==> src/rtl/hdbn_pkg.sv <==
// Shared constants and helpers for the HDBn line encoder.
package hdbn_pkg;

  // Kind of each buffered / emitted symbol
  localparam logic [1:0] KIND_ZERO = 2'b00;
  localparam logic [1:0] KIND_MARK = 2'b01;
  localparam logic [1:0] KIND_B    = 2'b10;
  localparam logic [1:0] KIND_V    = 2'b11;

  // Signed ternary line code; 2'b10 is never produced
  localparam logic [1:0] CODE_ZERO = 2'b00;
  localparam logic [1:0] CODE_POS  = 2'b01;
  localparam logic [1:0] CODE_NEG  = 2'b11;

  // Map a symbol kind plus its resolved polarity (1 = positive) to a line code.
  function automatic logic [1:0] kind_to_code(input logic [1:0] kind, input logic pol);
    if (kind == KIND_ZERO) begin
      return CODE_ZERO;
    end
    return pol ? CODE_POS : CODE_NEG;
  endfunction

endpackage

==> src/rtl/hdbn_encoder_if.sv <==
// Bit-stream interface of the HDBn encoder.
//
// Handshake: there is no ready/backpressure. A beat is transferred on every
// rising clk edge where in_valid=1; in_data is ignored otherwise. out_valid
// is a one-cycle pulse qualifying out_code/out_kind; when out_valid=0 both
// out_code and out_kind read 2'b00.
interface hdbn_encoder_if;
  logic       in_valid;
  logic       in_data;
  logic       out_valid;
  logic [1:0] out_code;
  logic [1:0] out_kind;

  // NRZ source / line-driver side
  modport master (
    output in_valid,
    output in_data,
    input  out_valid,
    input  out_code,
    input  out_kind
  );

  // Encoder side
  modport slave (
    input  in_valid,
    input  in_data,
    output out_valid,
    output out_code,
    output out_kind
  );
endinterface

==> src/rtl/hdbn_polarity.sv <==
// Output stage: assigns AMI polarity to each symbol leaving the delay line
// and registers the line code. V pulses repeat the previous mark's polarity.
module hdbn_polarity
  import hdbn_pkg::*;
#(
  parameter int FIRST_POS = 1
) (
  input  logic       clk,
  input  logic       rst,
  input  logic       emit,
  input  logic [1:0] kind,
  output logic       out_valid,
  output logic [1:0] out_code,
  output logic [1:0] out_kind
);

  // 1 = last mark was positive
  logic last_pol_q;
  logic pol;

  // Polarity for the symbol being emitted: alternate for marks/B, repeat for V
  always_comb begin
    pol = ~last_pol_q;
    if (kind == KIND_V) begin
      pol = last_pol_q;
    end
  end

  // Register the code/kind and track the polarity of the last mark
  always_ff @(posedge clk or negedge rst) begin
    if (!rst) begin
      out_valid  <= 1'b0;
      out_code   <= CODE_ZERO;
      out_kind   <= KIND_ZERO;
      last_pol_q <= (FIRST_POS == 0);
    end else if (emit) begin
      out_valid <= 1'b1;
      out_code  <= kind_to_code(kind, pol);
      out_kind  <= kind;
      if (kind == KIND_MARK || kind == KIND_B) begin
        last_pol_q <= pol;
      end
    end else begin
      out_valid <= 1'b0;
      out_code  <= CODE_ZERO;
      out_kind  <= KIND_ZERO;
    end
  end

endmodule

==> src/rtl/hdbn_encoder.sv <==
// HDBn line encoder (HDB3 with N_ZERO=3). An N_ZERO+1 deep delay line holds
// symbol kinds so that, when the (N_ZERO+1)th consecutive zero arrives, the
// first zero of the run is still buffered and can be rewritten to a B pulse.
// Legal N_ZERO range is 2..7.
module hdbn_encoder
  import hdbn_pkg::*;
#(
  parameter int N_ZERO    = 3,
  parameter int FIRST_POS = 1
) (
  input  logic          clk,
  input  logic          rst,
  hdbn_encoder_if.slave bus
);

  localparam int DEPTH = N_ZERO + 1;
  localparam int ZW    = $clog2(N_ZERO + 1);
  localparam int FW    = $clog2(DEPTH + 1);
  localparam logic [ZW-1:0] ZCNT_MAX  = ZW'(N_ZERO);
  localparam logic [FW-1:0] FILL_FULL = FW'(DEPTH);

  // Index 0 is the newest entry, DEPTH-1 the oldest (next to leave)
  logic [DEPTH-1:0][1:0] line_q;
  logic [DEPTH-1:0][1:0] line_d;
  logic [FW-1:0]         fill_q;
  logic [ZW-1:0]         zero_cnt_q;
  logic                  parity_q;   // 0 = even number of marks since last V

  logic       accept;
  logic       subst;
  logic       full;
  logic       emit;
  logic [1:0] in_kind;

  // Beat acceptance, substitution trigger and emit qualification
  always_comb begin
    accept  = bus.in_valid;
    subst   = accept && !bus.in_data && (zero_cnt_q == ZCNT_MAX);
    full    = (fill_q == FILL_FULL);
    emit    = accept && full;
    in_kind = KIND_ZERO;
    if (bus.in_data) begin
      in_kind = KIND_MARK;
    end else if (subst) begin
      in_kind = KIND_V;
    end
  end

  // Next delay-line contents: shift in the new entry, then apply the B rewrite
  // at its post-shift position (first zero of the run, now the oldest entry)
  always_comb begin
    line_d = {line_q[DEPTH-2:0], in_kind};
    if (subst && !parity_q) begin
      line_d[N_ZERO] = KIND_B;
    end
  end

  // Delay line, fill level, zero-run counter and mark parity
  always_ff @(posedge clk or negedge rst) begin
    if (!rst) begin
      line_q     <= '0;
      fill_q     <= '0;
      zero_cnt_q <= '0;
      parity_q   <= 1'b0;
    end else if (accept) begin
      line_q <= line_d;
      if (!full) begin
        fill_q <= fill_q + FW'(1);
      end
      if (bus.in_data) begin
        zero_cnt_q <= '0;
        parity_q   <= ~parity_q;
      end else if (subst) begin
        zero_cnt_q <= '0;
        parity_q   <= 1'b0;
      end else begin
        zero_cnt_q <= zero_cnt_q + ZW'(1);
      end
    end
  end

  hdbn_polarity #(
    .FIRST_POS (FIRST_POS)
  ) u_polarity (
    .clk       (clk),
    .rst       (rst),
    .emit      (emit),
    .kind      (line_q[DEPTH-1]),
    .out_valid (bus.out_valid),
    .out_code  (bus.out_code),
    .out_kind  (bus.out_kind)
  );

endmodule

==> src/flat_wrapper.sv <==
// flat-port wrapper written by rule: the top's interface ports become plain ports
module hdbn_encoder_flat import hdbn_pkg::*;
#(
  parameter int N_ZERO    = 3,
  parameter int FIRST_POS = 1
)
  (clk, rst, bus_in_valid, bus_in_data, bus_out_valid, bus_out_code, bus_out_kind);
  hdbn_encoder_if bus_i ();
  input  logic clk;
  input  logic rst;
  input wire logic [$bits(bus_i.in_valid)-1:0] bus_in_valid;
  input wire logic [$bits(bus_i.in_data)-1:0] bus_in_data;
  output wire logic [$bits(bus_i.out_valid)-1:0] bus_out_valid;
  output wire logic [$bits(bus_i.out_code)-1:0] bus_out_code;
  output wire logic [$bits(bus_i.out_kind)-1:0] bus_out_kind;
  assign bus_i.in_valid = bus_in_valid;
  assign bus_i.in_data = bus_in_data;
  assign bus_out_valid = bus_i.out_valid;
  assign bus_out_code = bus_i.out_code;
  assign bus_out_kind = bus_i.out_kind;
  hdbn_encoder #(.N_ZERO(N_ZERO), .FIRST_POS(FIRST_POS)) u_core (.clk(clk), .rst(rst), .bus(bus_i));
endmodule
==> config.mk <==
export PLATFORM = sky130hd
export DESIGN_NAME = hdbn_encoder_flat
export DESIGN_NICKNAME = d
export VERILOG_FILES = /design/src/rtl/hdbn_pkg.sv /design/src/rtl/hdbn_encoder_if.sv /design/src/rtl/hdbn_polarity.sv /design/src/rtl/hdbn_encoder.sv /design/src/flat_wrapper.sv
export SDC_FILE = /design/constraint.sdc
export NUM_CORES = 1
export LEC_CHECK = 0
export ABC_AREA = 1
export CAP_MARGIN = 30
export CORE_UTILIZATION = 56
export CTS_BUF_LIST = sky130_fd_sc_hd__clkbuf_2 sky130_fd_sc_hd__clkbuf_4 sky130_fd_sc_hd__clkbuf_8
export DETAILED_ROUTE_END_ITERATION = 7
export GPL_ROUTABILITY_DRIVEN = 0
export PLACE_DENSITY = 0.79
export SLEW_MARGIN = 0
export SYNTH_ARGS = -nofsm -noshare
export SYNTH_HDL_FRONTEND = slang
export SYNTH_SLANG_ARGS = --single-unit
==> constraint.sdc <==
create_clock -name clk -period 1.3 [get_ports clk]
set_input_delay 0.26 -clock clk [delete_from_list [all_inputs] [get_ports clk]]
set_output_delay 0.26 -clock clk [all_outputs]
set_load 0.02 [all_outputs]
==> flow_summary_export.csv <==
group,metric,value,unit
detailed_routing,drt-initial-drc-count,9,
detailed_routing,drc,0,
clock_network,post_cts_buffers,0,
die,die_y,40.8,um
finish,syn_to_final_growth,18.2,%
detailed_routing,antenna_left,0,
power_and_ir_drop,powerDensity,1580,mW/mm^2
worst_setup_path,crit_family,"flip-flops",
detailed_routing,first_pass_iters,4,
worst_setup_path,end_kind,"output pin",
clock_network,h-tree-depth,1,
worst_hold_path,hold_class,"in -> async",
power_and_ir_drop,p_switching,486,uW
worst_setup_path,slowest_delay,0.38,ns
worst_setup_path,worstPathMaxFanout,1,
finish,antenna-diode-count,0,
detailed_routing,top_layer_used,"met4",
clock_network,clk_latency,0.29,ns
power_and_ir_drop,p_int,1090,uW
global_routing,grt-ovfl-total,0,
run_status,status,"complete, no violations",
finish,fin_util,0.740,
clock_network,clk_pin_slew,0.11,ns
power_and_ir_drop,pwr-share-clk,0.222,
worst_setup_path,start_kind,"flip-flop",
global_routing,antenna_found_initial,0,
die,dieArea,0.00167,mm^2
die,row_count,13,
yosys,synth.avg_cell_area,9.71,um^2
timing,post-route-period-util,0.958,
die,ios,9,
power_and_ir_drop,p_comb_frac,0.246,
flow_run,maxCapViolations,0,
finish,layout_common_cells,"dfrtp_1, nand2_1, inv_1, nor2_1",
clock_network,cts_tree,"yes",
power_and_ir_drop,power,1570,uW
yosys,syn_area,845,um^2
placed_design,place.port_buffers,8,
finish,nets,112,
global_routing,grt_pass1_wl,1.97,mm
timing,clock_skew,0.00428,ns
timing,grt_setup_unrepaired,"no",
global_routing,track_usage,0.189,
yosys,synth_cell_types,17,
placed_design,dp_hpwl,973,um
detailed_routing,wl_per_cell,11.8,um
detailed_routing,wl_met3,53,um
timing,report.final.slew_viol_count,0,
power_and_ir_drop,power_leakage,0.000547,uW
detailed_routing,wl_met1,607,um
detailed_routing,vias,596,
detailed_routing,wl_met2,708,um
finish,fillers,104,
finish,mostFrequentLayoutCell,"dfrtp_1",
die,initial_utilization,0.626,
timing,worstMarginPinSlew,0.254,ns
worst_setup_path,crit_chain,"dlygate4sd2_1",
clock_network,cts_buffers,3,
clock_network,clock_tree.root_cell,"clkbuf_4",
clock_network,postCtsResizedCells,5,
clock_network,cts.sinks,20,
global_routing,first_global_vias,499,
clock_network,cts.path.max_buffers,2,
worst_setup_path,critical_path_required,1.04,ns
worst_setup_path,arrival,0.99,ns
power_and_ir_drop,p_sw_frac,0.309,
detailed_routing,vias_per_cell,5.09,
timing,min_period,1.25,ns
worst_setup_path,path_class,"reg -> out",
yosys,synth.ff_latch_count,20,
worst_setup_path,crit_slowest_cell,"dfrtp_1",
yosys,yosysWarnings,0,
timing,finalSetupViolCount,0,
die,die_w,40.8,um
timing,max_clock_freq,803,MHz
clock_network,ctsHoldBuffers,0,
worst_setup_path,crit_buf_inv,1,
timing,max_slew_margin,0.831,
yosys,syn_nets,96,
detailed_routing,finalWirelength,1.38,mm
die,core,0.00135,mm^2
finish,layout-drive-gt1-share,0.108,
power_and_ir_drop,ir_drop,889,uV
power_and_ir_drop,p_seq_frac,0.532,
global_routing,grt_start_max_net_pins,21,
timing,finalHoldViolCount,0,
yosys,ys_seq_area_frac,0.593,
yosys,synth_cells,87,
routing by layer:
layer  vias up  GRT usage
li1        306          -
met1       272      0.180
met2        16      0.371
met3         2     0.0326
met4         0      0.100
met5         -          0
cell type report:
type | count | area (um^2) | area share
Sequential cell | 20 | 500 | 0.501
Timing Repair Buffer | 13 | 111 | 0.112
Clock buffer | 4 | 36.3 | 0.0363
Inverter | 12 | 45.0 | 0.0451
Tap cell | 15 | 18.8 | 0.0188
Multi-Input combinational cell | 53 | 287 | 0.287
state kept, by name, summed over array words and instances, names as in the netlist:
register,count
u_core.u_polarity.out_code,2
u_core.fill_q,3
u_core.u_polarity.last_pol_q,1
u_core.u_polarity.out_valid,1
u_core.u_polarity.out_kind,2
u_core.zero_cnt_q,2
u_core.line_d,4
u_core.parity_q,1
u_core.line_q,4
Yosys cell counts:
cell type	number	share of area
o21ai_1	4	0.024
ha_1	5	0.074
nor3_1	1	0.0059
nand2_1	19	0.084
dfrtp_1	20	0.59
xnor2_1	2	0.021
nand3_2	1	0.012
o21ai_0	4	0.024
nand4_1	1	0.0074
inv_2	1	0.0044
a21oi_1	4	0.024
nor2_1	8	0.036
inv_1	11	0.049
nand3_1	3	0.018
buf_2	1	0.0059
buf_4	1	0.0089
xor2_1	1	0.010
metrics by stage:
step                      setup WS [ns]  cell area [um^2]  setup TNS (ns)  hold slack [ns]  std cells
after floorplan                   0.239               845               0          -0.0356         87
after global placement          -0.0200               968         -0.0200            0.458        113
final                            0.0547               998               0            0.297        117
after CTS                        0.0419               998               0            0.300        117
after detailed placement        -0.0447               968         -0.0964            0.476        113
after global routing            0.00966               998               0            0.332        117
worst paths after layout:
path	start	to	slack (ns)	depth (start not counted)
setup / recovery	u_core.u_polarity.out_kind[0]	bus_out_kind[0]	0.05	1
max in group asynchronous	rst	u_core.line_d[2]	0.80	2
min in group clk	u_core.parity_q	u_core.parity_q	0.49	2
hold / removal	rst	u_core.u_polarity.last_pol_q	0.30	2
setup reg to reg	u_core.fill_q[0]	u_core.fill_q[0]	0.13	5
hold reg to reg	u_core.parity_q	u_core.parity_q	0.49	2
logic make-up (layout without fill, tap and decap cells):
logic type / count (synthesis) / in the layout / share of synthesized area
xor+xnor: 3 / 3 / 0.0311
simple gates: 33 / 33 / 0.163
flops: 20 / 20 / 0.593
fa+ha+maj: 5 / 5 / 0.0741
compound gates: 12 / 12 / 0.0711
buf+inv: 14 / 29 / 0.0681
power by group through the flow:
stage          combinational (uW)  sequential, uW  clock [uW]
2_1_floorplan                 272             838           0
3_3_place_gp                  370             838           0
3_5_place_dp                  391             847           0
4_1_cts                       393             837         359
5_1_grt                       440             847         377
6_report                      386             837         350
Note: power is estimated with default switching activity, not from simulation.
==> RTL edit (same settings) <==
`FIRST_POS` is set to 1 in 3 places; all go to 0.
--- a/src/rtl/hdbn_polarity.sv
+++ b/src/rtl/hdbn_polarity.sv
@@ -3,7 +3,7 @@
 module hdbn_polarity
   import hdbn_pkg::*;
 #(
-  parameter int FIRST_POS = 1
+  parameter int FIRST_POS = 0
 ) (
   input  logic       clk,
   input  logic       rst,
--- a/src/rtl/hdbn_encoder.sv
+++ b/src/rtl/hdbn_encoder.sv
@@ -6,7 +6,7 @@
   import hdbn_pkg::*;
 #(
   parameter int N_ZERO    = 3,
-  parameter int FIRST_POS = 1
+  parameter int FIRST_POS = 0
 ) (
   input  logic          clk,
   input  logic          rst,
--- a/src/flat_wrapper.sv
+++ b/src/flat_wrapper.sv
@@ -2,7 +2,7 @@
 module hdbn_encoder_flat import hdbn_pkg::*;
 #(
   parameter int N_ZERO    = 3,
-  parameter int FIRST_POS = 1
+  parameter int FIRST_POS = 0
 )
   (clk, rst, bus_in_valid, bus_in_data, bus_out_valid, bus_out_code, bus_out_kind);
   hdbn_encoder_if bus_i ();
Check against the original RTL: not equivalent (Yosys sat finds a counterexample within 10 cycles, from zero or initial values and one cycle with rst low).
==> RTL edit against the original RTL <==
Largest power group unchanged; via count down 2.5%; sequential cell count unchanged; highest routed layer unchanged; total power rose by 9.5%; worst setup slack got worse by 0.0025 ns; combinational power shrank 2%; area after synthesis up 0.15%; routed wire length decreased by 3.5%; critical endpoint unchanged; design area grew 1.3%.
==> RTL edit: results (changes against the original RTL) <==
routed wl met2 - 635 microns (-10%)
sequential cell area fraction in the yosys report - 59.3% (+0.060 points)
Final Core Density - 74.9% (+0.93 points)
DPL Wire Length - 974 microns (about the same)
Met1 Wirelength - 629 microns (+3.6%)
library cells used by synthesis - 18 (+1)
xor-xnor portion of the synthesized cell area - 3.11% (-0.0046 points)
CTS Root Buffer Type - clkbuf_4
Filler Cells Inserted - 99 (-4.8%)
detailed-route vias per instance - 5.01 (-1.7%)
met1 routing resource usage after global routing - 24.2% (+6.2 points)
detailed-routed wire length on met3 - 47 microns (-11%)
post-synthesis compound-gate area fraction - 7.10% (-0.011 points)
top area cells in the synthesized netlist - dfrtp_1, nand2_1, ha_1
final cycle utilization of the critical path - 96.0% (+0.20 points)
number of global-route vias before repair - 503 (+0.80%)
insertion delay of the later-clocked pin in the worst-skew pair - 0.30 ns
total number of multi-input combinational cells - 53 (unchanged)
number of instances in the placed design - 112 (-0.88%)
result of the run - complete, no violations
worst-case clock skew - 0.00999 ns (+0.00571 ns)
layout sequential cell count - 20 (unchanged)
initial antenna violation count - 0 (unchanged)
transition time at the pin with the least slew margin - 0.273 ns (+0.0190 ns)
largest vdd supply drop - 1130 uV (+27%)
number of clock buffer instances in the layout - 3 (-1)
detailed-route wire length per cell - 11.5 microns (-2.6%)
average footprint of a synthesized cell - 9.72 sq um (+0.15%)
count of plain and timing-repair buffers in the layout - 12 (-1)
highest routed layer - met4
met2 track demand over resource - 33.2% (-3.9 points)
R2R Setup Slk - 0.18 ns (+0.05 ns)
capturing element of the worst setup path - bus_out_kind[0]
adder and majority gate portion of the synthesized area - 7.40% (-0.011 points)
portion of the layout cell area used by clock cells - 5.20% (+1.6 points)
area share of buffers outside the clock network - 10.5% (-0.63 points)
global-route wire length before repair - 2100 microns (+6.3%)
Sequential Area - 502 sq um (+0.25%)
total placed instance area - 962 sq um (-0.65%)
hold_ws - 0.282 ns (-0.0151 ns)
filler-free cell count of the finished design - 116 (-0.85%)
post-synthesis to final-layout area growth - 19.5%
standby leakage power - 0.540 nW (-1.3%)
pre-CTS WS - -0.106 ns (-0.0612 ns)
share of layout cells above drive strength 1 - 10.9% (+0.11 points)
power density normalized to cell area - 1700 mW/mm^2 (+8.1%)
Tot GR Track Use - 20.1% (+1.2 points)
most frequent cells after synthesis - dfrtp_1, nand2_1, inv_1
violation count after the first detailed-route iteration - 10 (+1)
worst flop-to-flop path endpoint - u_core.u_polarity.last_pol_q
## RTL edit: cell count changes in the layout (fill, tap and decap cells not counted), sizes merged
cell | unedited run | this run
buf | 5 | 4
clkdlybuf4s15 | 0 | 2
dfstp | 0 | 1
dfrtp | 20 | 19
bufinv | 0 | 1
dlygate4sd2 | 5 | 3
clkbuf | 4 | 3
## RTL edit: logic make-up after synthesis
kind of cell | count (synthesis)
AO/OA/AOI/OAI | 12
buffers and inverters | 14
AND/OR/NAND/NOR | 33
XOR/XNOR | 3
flip-flops | 20
adder cells (fa/ha/maj) | 5
## RTL edit: timing repair
action / 4_1_cts / 5_1_grt
setup endpoints to repair: 5 / 2
gates resized for setup: 5 / 2
pin swaps: 0 / 0
endpoints found under the hold margin: 0 / 0
## RTL edit: where the power goes
group	switching (mW)	internal (mW)
clock network	0.189	0.311
registers	0.0856	0.758
logic	0.213	0.165
